`src/rtl/nonce_collect_pkg.sv`:
```
// Shared types and constants for the nonce collector: word widths, output FSM
// states and a constant-foldable clog2.
package nonce_collect_pkg;

    localparam int NONCE_W = 32;
    localparam int DROP_W  = 16;

    typedef enum logic [1:0] {
        IDLE,
        SEND,
        WAIT_BUSY,
        WAIT_DONE
    } state_e;

    function automatic int clog2(input int value);
        int r;
        r = 0;
        while ((1 << r) < value) begin
            r = r + 1;
        end
        return r;
    endfunction

endpackage

```
`src/rtl/nonce_fifo.sv`:
```
// Synchronous FIFO with registered write and first-word-fall-through read.
// DEPTH must be a power of two so the pointers wrap naturally.
module nonce_fifo
    import nonce_collect_pkg::*;
#(
    parameter int DEPTH = 8,
    parameter int WIDTH = 32
) (
    input  logic                     clk,
    input  logic                     reset,
    input  logic                     wr_en,
    input  logic [WIDTH-1:0]         wr_data,
    input  logic                     rd_en,
    output logic [WIDTH-1:0]         rd_data,
    output logic [clog2(DEPTH):0]    count,
    output logic                     full,
    output logic                     empty
);

    localparam int PTR_W = clog2(DEPTH);
    localparam int CNT_W = clog2(DEPTH) + 1;

    logic [WIDTH-1:0] mem_q [DEPTH];
    logic [PTR_W-1:0] wr_ptr_q, wr_ptr_d;
    logic [PTR_W-1:0] rd_ptr_q, rd_ptr_d;
    logic [CNT_W-1:0] count_q, count_d;
    logic             do_wr;
    logic             do_rd;

    assign full    = (count_q == CNT_W'(DEPTH));
    assign empty   = (count_q == '0);
    assign count   = count_q;
    assign rd_data = mem_q[rd_ptr_q];
    assign do_wr   = wr_en && !full;
    assign do_rd   = rd_en && !empty;

    always_comb begin
        wr_ptr_d = wr_ptr_q;
        rd_ptr_d = rd_ptr_q;
        count_d  = count_q;
        if (do_wr) begin
            wr_ptr_d = wr_ptr_q + 1'b1;
        end
        if (do_rd) begin
            rd_ptr_d = rd_ptr_q + 1'b1;
        end
        case ({do_wr, do_rd})
            2'b10:   count_d = count_q + 1'b1;
            2'b01:   count_d = count_q - 1'b1;
            default: count_d = count_q;
        endcase
    end

    always_ff @(posedge clk) begin
        if (reset) begin
            wr_ptr_q <= '0;
            rd_ptr_q <= '0;
            count_q  <= '0;
        end else begin
            wr_ptr_q <= wr_ptr_d;
            rd_ptr_q <= rd_ptr_d;
            count_q  <= count_d;
        end
    end

    // Storage carries no reset; only the pointers and count define content.
    always_ff @(posedge clk) begin
        if (do_wr) begin
            mem_q[wr_ptr_q] <= wr_data;
        end
    end

endmodule

```
`src/rtl/nonce_collect.sv`:
```
// Collects golden-nonce pulses from SLAVES sources, arbitrates them round-robin
// into a FIFO and drains it through the serial send/busy handshake.
// Optional NONCE_DEDUP_EN discards a granted nonce equal to the last one queued.
//
// Handshake: serial_send is a one-cycle strobe with golden_nonce stable; the
// transmitter raises serial_busy while sending and drops it when finished. If
// busy never rises within BUSY_TIMEOUT cycles the same word is strobed again.
module nonce_collect
    import nonce_collect_pkg::*;
#(
    parameter int SLAVES       = 2,
    parameter int FIFO_DEPTH   = 8,
    parameter int BUSY_TIMEOUT = 16
) (
    input  logic                        uart_clk,
    input  logic                        reset,
    input  logic [SLAVES-1:0]           new_nonces,
    input  logic [SLAVES*NONCE_W-1:0]   slave_nonces,
    output logic [NONCE_W-1:0]          golden_nonce,
    output logic                        serial_send,
    input  logic                        serial_busy,
    output logic [clog2(FIFO_DEPTH):0]  fifo_count,
    output logic                        overflow,
    output logic [DROP_W-1:0]           drop_count,
    output state_e                      fsm_state
);

    localparam int RR_W  = (SLAVES > 1) ? clog2(SLAVES) : 1;
    localparam int TMR_W = clog2(BUSY_TIMEOUT) + 1;

    logic [SLAVES-1:0]  pend_valid_q, pend_valid_d;
    logic [NONCE_W-1:0] pend_nonce_q [SLAVES];
    logic [NONCE_W-1:0] pend_nonce_d [SLAVES];
    logic [RR_W-1:0]    rr_q, rr_d;
    logic [DROP_W-1:0]  drop_q, drop_d;
    logic               overflow_q, overflow_d;
    state_e             state_q, state_d;
    logic [TMR_W-1:0]   timer_q, timer_d;
    logic [NONCE_W-1:0] golden_q, golden_d;

    logic               grant_found;
    logic [RR_W-1:0]    grant_idx;
    logic [RR_W-1:0]    grant_rr_next;
    logic [NONCE_W-1:0] grant_nonce;
    int                 best_dist;
    int                 drops;
    logic [31:0]        drop_sum;

    logic               fifo_wr;
    logic               fifo_rd;
    logic [NONCE_W-1:0] fifo_rdata;
    logic               fifo_full;
    logic               fifo_empty;

    // Round-robin pick: the valid source closest at or after rr_q, wrapping.
    always_comb begin
        grant_found   = 1'b0;
        grant_idx     = '0;
        grant_rr_next = rr_q;
        grant_nonce   = '0;
        best_dist     = SLAVES;
        if (!fifo_full) begin
            for (int i = 0; i < SLAVES; i++) begin
                if (pend_valid_q[i] &&
                    (((i - int'(rr_q)) + SLAVES) % SLAVES) < best_dist) begin
                    best_dist     = ((i - int'(rr_q)) + SLAVES) % SLAVES;
                    grant_found   = 1'b1;
                    grant_idx     = RR_W'(i);
                    grant_rr_next = RR_W'((i + 1) % SLAVES);
                    grant_nonce   = pend_nonce_q[i];
                end
            end
        end
        rr_d = grant_found ? grant_rr_next : rr_q;
    end

`ifdef NONCE_DEDUP_EN
    logic [NONCE_W-1:0] last_q;
    logic               last_valid_q;

    assign fifo_wr = grant_found && !(last_valid_q && (grant_nonce == last_q));

    always_ff @(posedge uart_clk) begin
        if (reset) begin
            last_q       <= '0;
            last_valid_q <= 1'b0;
        end else if (fifo_wr) begin
            last_q       <= grant_nonce;
            last_valid_q <= 1'b1;
        end
    end
`else
    assign fifo_wr = grant_found;
`endif

    // A fresh pulse always wins; it only counts as a drop if the old value
    // was still pending and not taken by the arbiter this cycle.
    always_comb begin
        drops        = 0;
        pend_valid_d = pend_valid_q;
        for (int i = 0; i < SLAVES; i++) begin
            pend_nonce_d[i] = pend_nonce_q[i];
            if (new_nonces[i]) begin
                pend_nonce_d[i] = slave_nonces[i*NONCE_W +: NONCE_W];
                pend_valid_d[i] = 1'b1;
                if (pend_valid_q[i] && !(grant_found && (grant_idx == RR_W'(i)))) begin
                    drops = drops + 1;
                end
            end else if (grant_found && (grant_idx == RR_W'(i))) begin
                pend_valid_d[i] = 1'b0;
            end
        end
        drop_sum   = 32'(drop_q) + 32'(drops);
        drop_d     = (drop_sum > 32'h0000_FFFF) ? '1 : drop_sum[DROP_W-1:0];
        overflow_d = overflow_q || (drops != 0);
    end

    always_comb begin
        state_d     = state_q;
        timer_d     = timer_q;
        golden_d    = golden_q;
        fifo_rd     = 1'b0;
        serial_send = 1'b0;
        case (state_q)
            IDLE: begin
                if (!fifo_empty) begin
                    fifo_rd  = 1'b1;
                    golden_d = fifo_rdata;
                    state_d  = SEND;
                end
            end
            SEND: begin
                serial_send = 1'b1;
                timer_d     = '0;
                state_d     = WAIT_BUSY;
            end
            WAIT_BUSY: begin
                timer_d = timer_q + 1'b1;
                if (serial_busy) begin
                    state_d = WAIT_DONE;
                end else if (timer_q == TMR_W'(BUSY_TIMEOUT - 1)) begin
                    state_d = SEND;
                end
            end
            WAIT_DONE: begin
                if (!serial_busy) begin
                    state_d = IDLE;
                end
            end
            default: state_d = IDLE;
        endcase
    end

    always_ff @(posedge uart_clk) begin
        if (reset) begin
            pend_valid_q <= '0;
            for (int i = 0; i < SLAVES; i++) begin
                pend_nonce_q[i] <= '0;
            end
            rr_q       <= '0;
            drop_q     <= '0;
            overflow_q <= 1'b0;
            state_q    <= IDLE;
            timer_q    <= '0;
            golden_q   <= '0;
        end else begin
            pend_valid_q <= pend_valid_d;
            for (int i = 0; i < SLAVES; i++) begin
                pend_nonce_q[i] <= pend_nonce_d[i];
            end
            rr_q       <= rr_d;
            drop_q     <= drop_d;
            overflow_q <= overflow_d;
            state_q    <= state_d;
            timer_q    <= timer_d;
            golden_q   <= golden_d;
        end
    end

    nonce_fifo #(
        .DEPTH (FIFO_DEPTH),
        .WIDTH (NONCE_W)
    ) u_fifo (
        .clk     (uart_clk),
        .reset   (reset),
        .wr_en   (fifo_wr),
        .wr_data (grant_nonce),
        .rd_en   (fifo_rd),
        .rd_data (fifo_rdata),
        .count   (fifo_count),
        .full    (fifo_full),
        .empty   (fifo_empty)
    );

    assign golden_nonce = golden_q;
    assign overflow     = overflow_q;
    assign drop_count   = drop_q;
    assign fsm_state    = state_q;

endmodule

```
`config.mk`:
```
export PLATFORM = sky130hd
export DESIGN_NAME = nonce_collect
export DESIGN_NICKNAME = d
export VERILOG_FILES = /design/src/rtl/nonce_collect_pkg.sv /design/src/rtl/nonce_fifo.sv /design/src/rtl/nonce_collect.sv
export SDC_FILE = /design/constraint.sdc
export NUM_CORES = 1
export LEC_CHECK = 0
export BUFFER_PORTS_ARGS = -buffer_cell sky130_fd_sc_hd__buf_2
export CORE_ASPECT_RATIO = 0.7
export CORE_MARGIN = 2
export CORE_UTILIZATION = 55
export CTS_BUF_LIST = sky130_fd_sc_hd__clkbuf_16
export DETAILED_ROUTE_END_ITERATION = 10
export GPL_ROUTABILITY_DRIVEN = 0
export PLACE_DENSITY_LB_ADDON = 0.15
export REMOVE_ABC_BUFFERS = 1
export SYNTH_ARGS = -nofsm -noshare
export SYNTH_HDL_FRONTEND = slang
export SYNTH_SLANG_ARGS = --single-unit
```
`constraint.sdc`:
```
create_clock -name uart_clk -period 11.94 [get_ports uart_clk]
set_input_delay 2.388 -clock uart_clk [delete_from_list [all_inputs] [get_ports uart_clk]]
set_output_delay 2.388 -clock uart_clk [all_outputs]
set_load 0.01 [all_outputs]
```
# After elaboration in Yosys (flattened, before gate mapping)
# Memories as Yosys holds them, arrays and structs flattened. A register that Yosys moved wholly into a read port is not among the register bits.
# Cells that the tools add are included.
# totals
input_bits,69
register_bits,37
n_memories,2
out_inout_bits,56
mem_bits_rw,320
wordCells,107
# op_classes
n_eq_ne,10
reduce_logical,24
n_bitwise,7
muxes,40
add_sub_neg,11
n_lt_le_gt_ge,3
# memory_table
name,depth,width,read_ports,rd_clocked_by_memory_dff,wr,line,source
u_fifo.mem_q,8,32,1,1,1,nonce_fifo.sv:23,logic [WIDTH-1:0] mem_q [DEPTH];
pend_nonce_q,2,32,2,0,2,nonce_collect.sv:32,logic [NONCE_W-1:0] pend_nonce_q [SLAVES];
# ops
cell,count
32-bit 2-to-1 mux,11
16-bit by 32-bit adder with 32-bit output,1
"32-bit by 2-bit adder with 32-bit output, second input constant",1
"32-bit by 16-bit greater-than comparator with 1-bit output, second input constant",1
2-bit by 32-bit less-than comparator with 1-bit output,1
32-bit nonzero test,1
1-bit 2-to-1 mux,21
16-bit 2-to-1 mux,1
5-bit one-hot mux with 2 select lines,1
2-bit nonzero test,5
"2-bit by 3-bit adder with 4-bit output, second input constant",2
1-bit logical AND,8
2-bit 2-to-1 mux,4
2-bit one-hot mux with 4 select lines,1
4-bit one-hot mux with 2 select lines,1
"3-bit by 1-bit adder with 3-bit output, second input constant",2
"2-bit == test, second input constant",3
3-bit AND reduction,2
"5-bit by 1-bit adder with 5-bit output, second input constant",1
"5-bit by 4-bit == test with 1-bit output, second input constant",1
"4-bit by 1-bit adder with 4-bit output, second input constant",1
"2-bit by 1-bit == test with 1-bit output, second input constant",2
"4-bit == test, second input constant",1
1-bit logical NOT,4
12 further kinds,18

# Longest topological paths before layout
# logic_depth
word_depth,23
mapped_depth,17
depth_no_buf,13

# Cells and area by module
# A second synthesis with hierarchy kept.
# unflattened
cells_unflattened,1063
hier_area_um2,15751.4
# modules_own_cells
module,seq_area_each_um2,cells_each,area_per_inst_um2,instances
nonce_fifo,7947.6,444,10542.6,1
nonce_collect,2462.4,619,5208.7,1

# Worst setup path after synthesis
# OpenSTA, ideal clock, no wires.
# synth_path
path_type,in2reg
start,in new_nonces[0]
end,"reg drop_q[13], in the netlist drop_count[13]"
setup_ns,0.075
required_ns,11.865
stages,14
n_path_buf,3
slack_ns,7.292
arrival_time_ns,4.572
path_cell_list,clkbuf_1 -> o211ai_1 -> inv_1 -> ha_1 -> nand2_1 -> o21ai_0 -> ha_1 -> fa_1 -> clkbuf_1 -> nand2_1 -> nor4_2 -> nand2b_1 -> buf_2 -> a31oi_1
# synth_between
elab_chain_len,7
# synth_lines
item,line,source
"start, declared",nonce_collect.sv:17,"input logic [SLAVES-1:0] new_nonces,"
1-bit 2-to-1 mux (*),nonce_collect.sv:103,if (new_nonces[i]) begin
32-bit by 2-bit adder with 32-bit output,nonce_collect.sv:107,drops = drops + 1;
32-bit 2-to-1 mux,nonce_collect.sv:106,if (pend_valid_q[i] && !(grant_found && (grant_idx == RR_W'(i)))) begin
32-bit 2-to-1 mux (*),nonce_collect.sv:103,
16-bit by 32-bit adder with 32-bit output (*),nonce_collect.sv:113,drop_sum = 32'(drop_q) + 32'(drops);
32-bit by 16-bit greater-than comparator with 1-bit output,nonce_collect.sv:114,drop_d = (drop_sum > 32'h0000_FFFF) ? '1 : drop_sum[DROP_W-1:0];
16-bit 2-to-1 mux (*),nonce_collect.sv:114,
"end signal, assigned",nonce_collect.sv:172,drop_q <= drop_d;
"end, declared",nonce_collect.sv:35,"logic [DROP_W-1:0] drop_q, drop_d;"
# Mark *: on every way between the ends. The rest lies on a longest branch, timed or not.
# A chain may end at the register's enable or synchronous reset.

# Final worst setup path
# layout_path
start,in new_nonces[0]
end,"reg drop_q[7], in the netlist drop_count[7]"
# The elaborated chain is that of the path after synthesis.

==> impl_metrics.py <==
metrics = {
    "worst_setup_path": {
        "path_class": "input pin to flip-flop",
        "startpoint_type": "input pin",
        "reg2reg_from": "pend_valid_q[0]",
        "crit_start": "new_nonces[0]",
        "reg2reg_depth": 13,
        "required_ns": 12.29,
        "worst_ep_arrival_time_ns": 5.24,
        "endpoint_kind": "flip-flop",
        "cp_max_fo": 23,
    },
    "synth": {
        "yosysTopAreaCell": "edfxtp_1",
        "synth_top_family_by_area": "multiplexers",
        "post_synth_num_cell_types": 51,
        "yosys.area_share.adder_pct": 1.49,
        "synthesis.area_um2": 15200,
        "synth-xor-area-share_pct": 0.805,
        "yosysTopAreaCellShare_pct": 50.4,
        "ys_ff_latch": 389,
        "yosys_warnings": 0,
        "syn_inst": 1026,
        "synth_compound_area_share_pct": 4.20,
        "synthTopCellsByArea": "edfxtp_1 50%, dfxtp_1 17%, mux4_2 9.5%",
        "avgSynthCellArea_um2": 14.9,
        "ys_seq_area_share_pct": 67.9,
        "yosys.area_share.simple_pct": 9.34,
        "synthMuxAreaShare_pct": 13.8,
    },
    "global_routing": {
        "grtUsageTotal_pct": 22.7,
        "grt_max_degree": 76,
        "grt_antenna_before_repair": 0,
        "grt_pass1_vias": 8653,
        "grt.overflow.total": 0,
        "grt_pass1_wl_mm": 50.1,
    },
    "clocking": {
        "clock_sinks": 389,
        "cts_resized": 0,
        "clk_pin_slew_worst_paths_ns": 0.06,
        "tritoncts": "built",
        "cts_max_level": 2,
        "hold_buffers": 0,
        "cts_inserted_buffers": 37,
        "clock_latency_ns": 0.52,
        "cts_setup_buffers": 0,
        "clockBufferDepth": 3,
        "clock-root-buffer": "clkbuf_16",
    },
    "pwr": {
        "p_total_mw": 3.53,
        "combPwrFrac_pct": 20.4,
        "clkPwrFrac_pct": 33.0,
        "p_leak_nw": 6.32,
        "ir_worst_vdd_mv": 0.103,
        "switching_share_pct": 28.4,
        "power_density_nw_per_um2": 203,
        "power.switching_mw": 1.00,
        "p_int_mw": 2.53,
        "p_seq_share_pct": 46.6,
    },
    "finish": {
        "fin_nets": 1227,
        "insertedDiodeCount": 0,
        "final_layout_size_suffix_gt1_share_pct": 25.4,
        "stdcell_count": 1534,
        "multi_input_area_um2": 4570,
        "seqCellArea_um2": 10400,
        "fillers": 2001,
        "syn_to_final_growth_pct": 14.2,
    },
    "sta": {
        "finalClockSkew_ns": 0.0151,
        "period_share_pct": 40.9,
        "finalSetupViolations": 0,
        "rsz0062_at_grt": "no",
        "hold_viol_final": 0,
        "finalCriticalPeriod_ns": 4.89,
        "drv_slew": 0,
        "tightest_slew_ns": 0.989,
        "slew-limit-headroom_pct": 34.0,
        "setup-tns-final_ns": 0,
        "maxClockFrequency_ghz": 0.205,
    },
    "worst_hold_path": {
        "min_from": "timer_q[3]",
        "hold_path_class": "flip-flop to flip-flop",
        "holdPathStages": 2,
    },
    "placed_design": {
        "hpwlAfterDp_mm": 17.9,
        "portBuffers": 124,
        "dp_cells": 1466,
    },
    "drt": {
        "antenna_left": 0,
        "vias": 8852,
        "avgViaCountPerCell": 5.77,
        "drc": 0,
        "first_iter_violations": 723,
        "wirelength_mm": 32.3,
        "drt-wirelength-per-cell_um": 21.0,
        "drt_first_pass_iters": 5,
    },
    "floorplan": {
        "dieHeight_um": 143,
        "dieArea_um2": 29100,
        "core_area_um2": 27000,
        "num_rows": 50,
        "die_w_um": 203,
        "io_pins": 125,
        "start_util_pct": 56.5,
    },
    "flow_run": {
        "maxCapViolCount": 0,
    },
    "run_status": {
        "outcome": "finished, final reports clean",
    },
}
## state kept, by name (all words and copies together) (netlist names)
| register | cells |
|---|---|
| golden_nonce | 32 |
| timer_q | 5 |
| u_fifo.rd_ptr_q | 3 |
| rr_q | 1 |
| pend_nonce_q | 64 |
| overflow | 1 |
| u_fifo.wr_ptr_q | 3 |
| u_fifo.count | 4 |
| drop_count | 16 |
| pend_valid_q | 2 |
| u_fifo.mem_q | 256 |
| fsm_state | 2 |
## layout by cell type, fill, tap and decap left out, drive strengths merged, types with 7 or more instances in the layout
| cell | count |
|---|---|
| nand3 | 40 |
| xor2 | 9 |
| nand2b | 7 |
| mux2i | 66 |
| nor2 | 123 |
| mux4 | 64 |
| clkinv | 15 |
| inv | 22 |
| nand2 | 50 |
| buf | 142 |
| edfxtp | 256 |
| ha | 15 |
| nor3 | 40 |
| clkbuf | 39 |
| a21oi | 56 |
| dfxtp | 133 |
| o22ai | 32 |
## critical path, stage by stage
cell and delay [ns]:
buf_2 0.07, buf_4 0.39, o211ai_1 0.23, inv_1 0.13, ha_1 0.25, nand2_1 0.09
o21ai_0 0.11, ha_1 0.25, fa_1 0.52, nand2_1 0.18, nor4_2 0.08, nand2b_1 0.38
a21oi_1 0.13
## routing by layer
metal / track usage, % / up-vias / wire length, um
met1: 34.3 / 4467 / 15300
met2: 35.4 / 251 / 14900
met3: 3.49 / 33 / 1730
met4: 4.46 / 0 / 364
li1: - / 4101 / -
met5: 0 / - / 0
## Yosys cell counts, drive strengths merged
master and n:
dfxtp 133, inv 13, o41a 1, nand4 4, fa 2, a31oi 2
a221oi 1, a21o 2, clkbuf 36, o22ai 32, o31ai 2, or4 2
nand3b 1, nand2 50, buf 30, o22a 1, nor2 123, nand2b 7
xnor2 5, ha 15, a41oi 1, and4 1, nor2b 1, xor2 9
a211oi 3, nand3 40, nor3b 3, o211ai 1, and2 2, nor3 40
nor4 4, o21a 1, a21oi 56, nor4b 3, and3 5, mux4 64
mux2i 66, a311oi 2, o21ai 5, and4b 1, edfxtp 256
## power groups by stage
stage | Combinational, mW | Sequential, mW | Clock (mW)
2_1_floorplan | 0.453 | 1.70 | 0
3_3_place_gp | 0.711 | 1.67 | 0
3_5_place_dp | 0.726 | 1.68 | 0
4_1_cts | 0.729 | 1.65 | 1.18
5_1_grt | 0.788 | 1.66 | 1.24
6_report | 0.719 | 1.65 | 1.17
## logic make-up after synthesis
logic type | Yosys count
XOR/XNOR | 14
AND/OR/NAND/NOR | 287
multiplexers | 130
AO/OA/AOI/OAI | 110
flip-flops | 389
buffers and inverters | 79
adder cells (fa/ha/maj) | 17
## cell type report
cell class	count	share of cell area (%)
clock buffers	39	5.61
clock inverters	29	1.37
inverters	13	0.280
multi-input cells	558	26.3
flip-flops and latches	389	59.5
well taps	364	2.62
repair buffers	142	4.36
## through the flow
step	instance area, um2	hold slack [ns]	util [%]	worst slack (ns)
6_report	17400	0.473	64.5	7.05
3_5_place_dp	16200	0.464	60.0	6.56
3_3_place_gp	16200	0.458	60.0	6.64
5_1_grt	17400	0.496	64.5	6.82
4_1_cts	17400	0.474	64.5	7.10
2_1_floorplan	14900	0.435	-	7.04
## worst paths after layout
kind / to / slack [ns]
max: drop_count[7] / 7.05
min: timer_q[3] / 0.47
max reg2reg: drop_count[7] / 7.49
min reg2reg: timer_q[3] / 0.47
(Power assumes the default switching activity.)
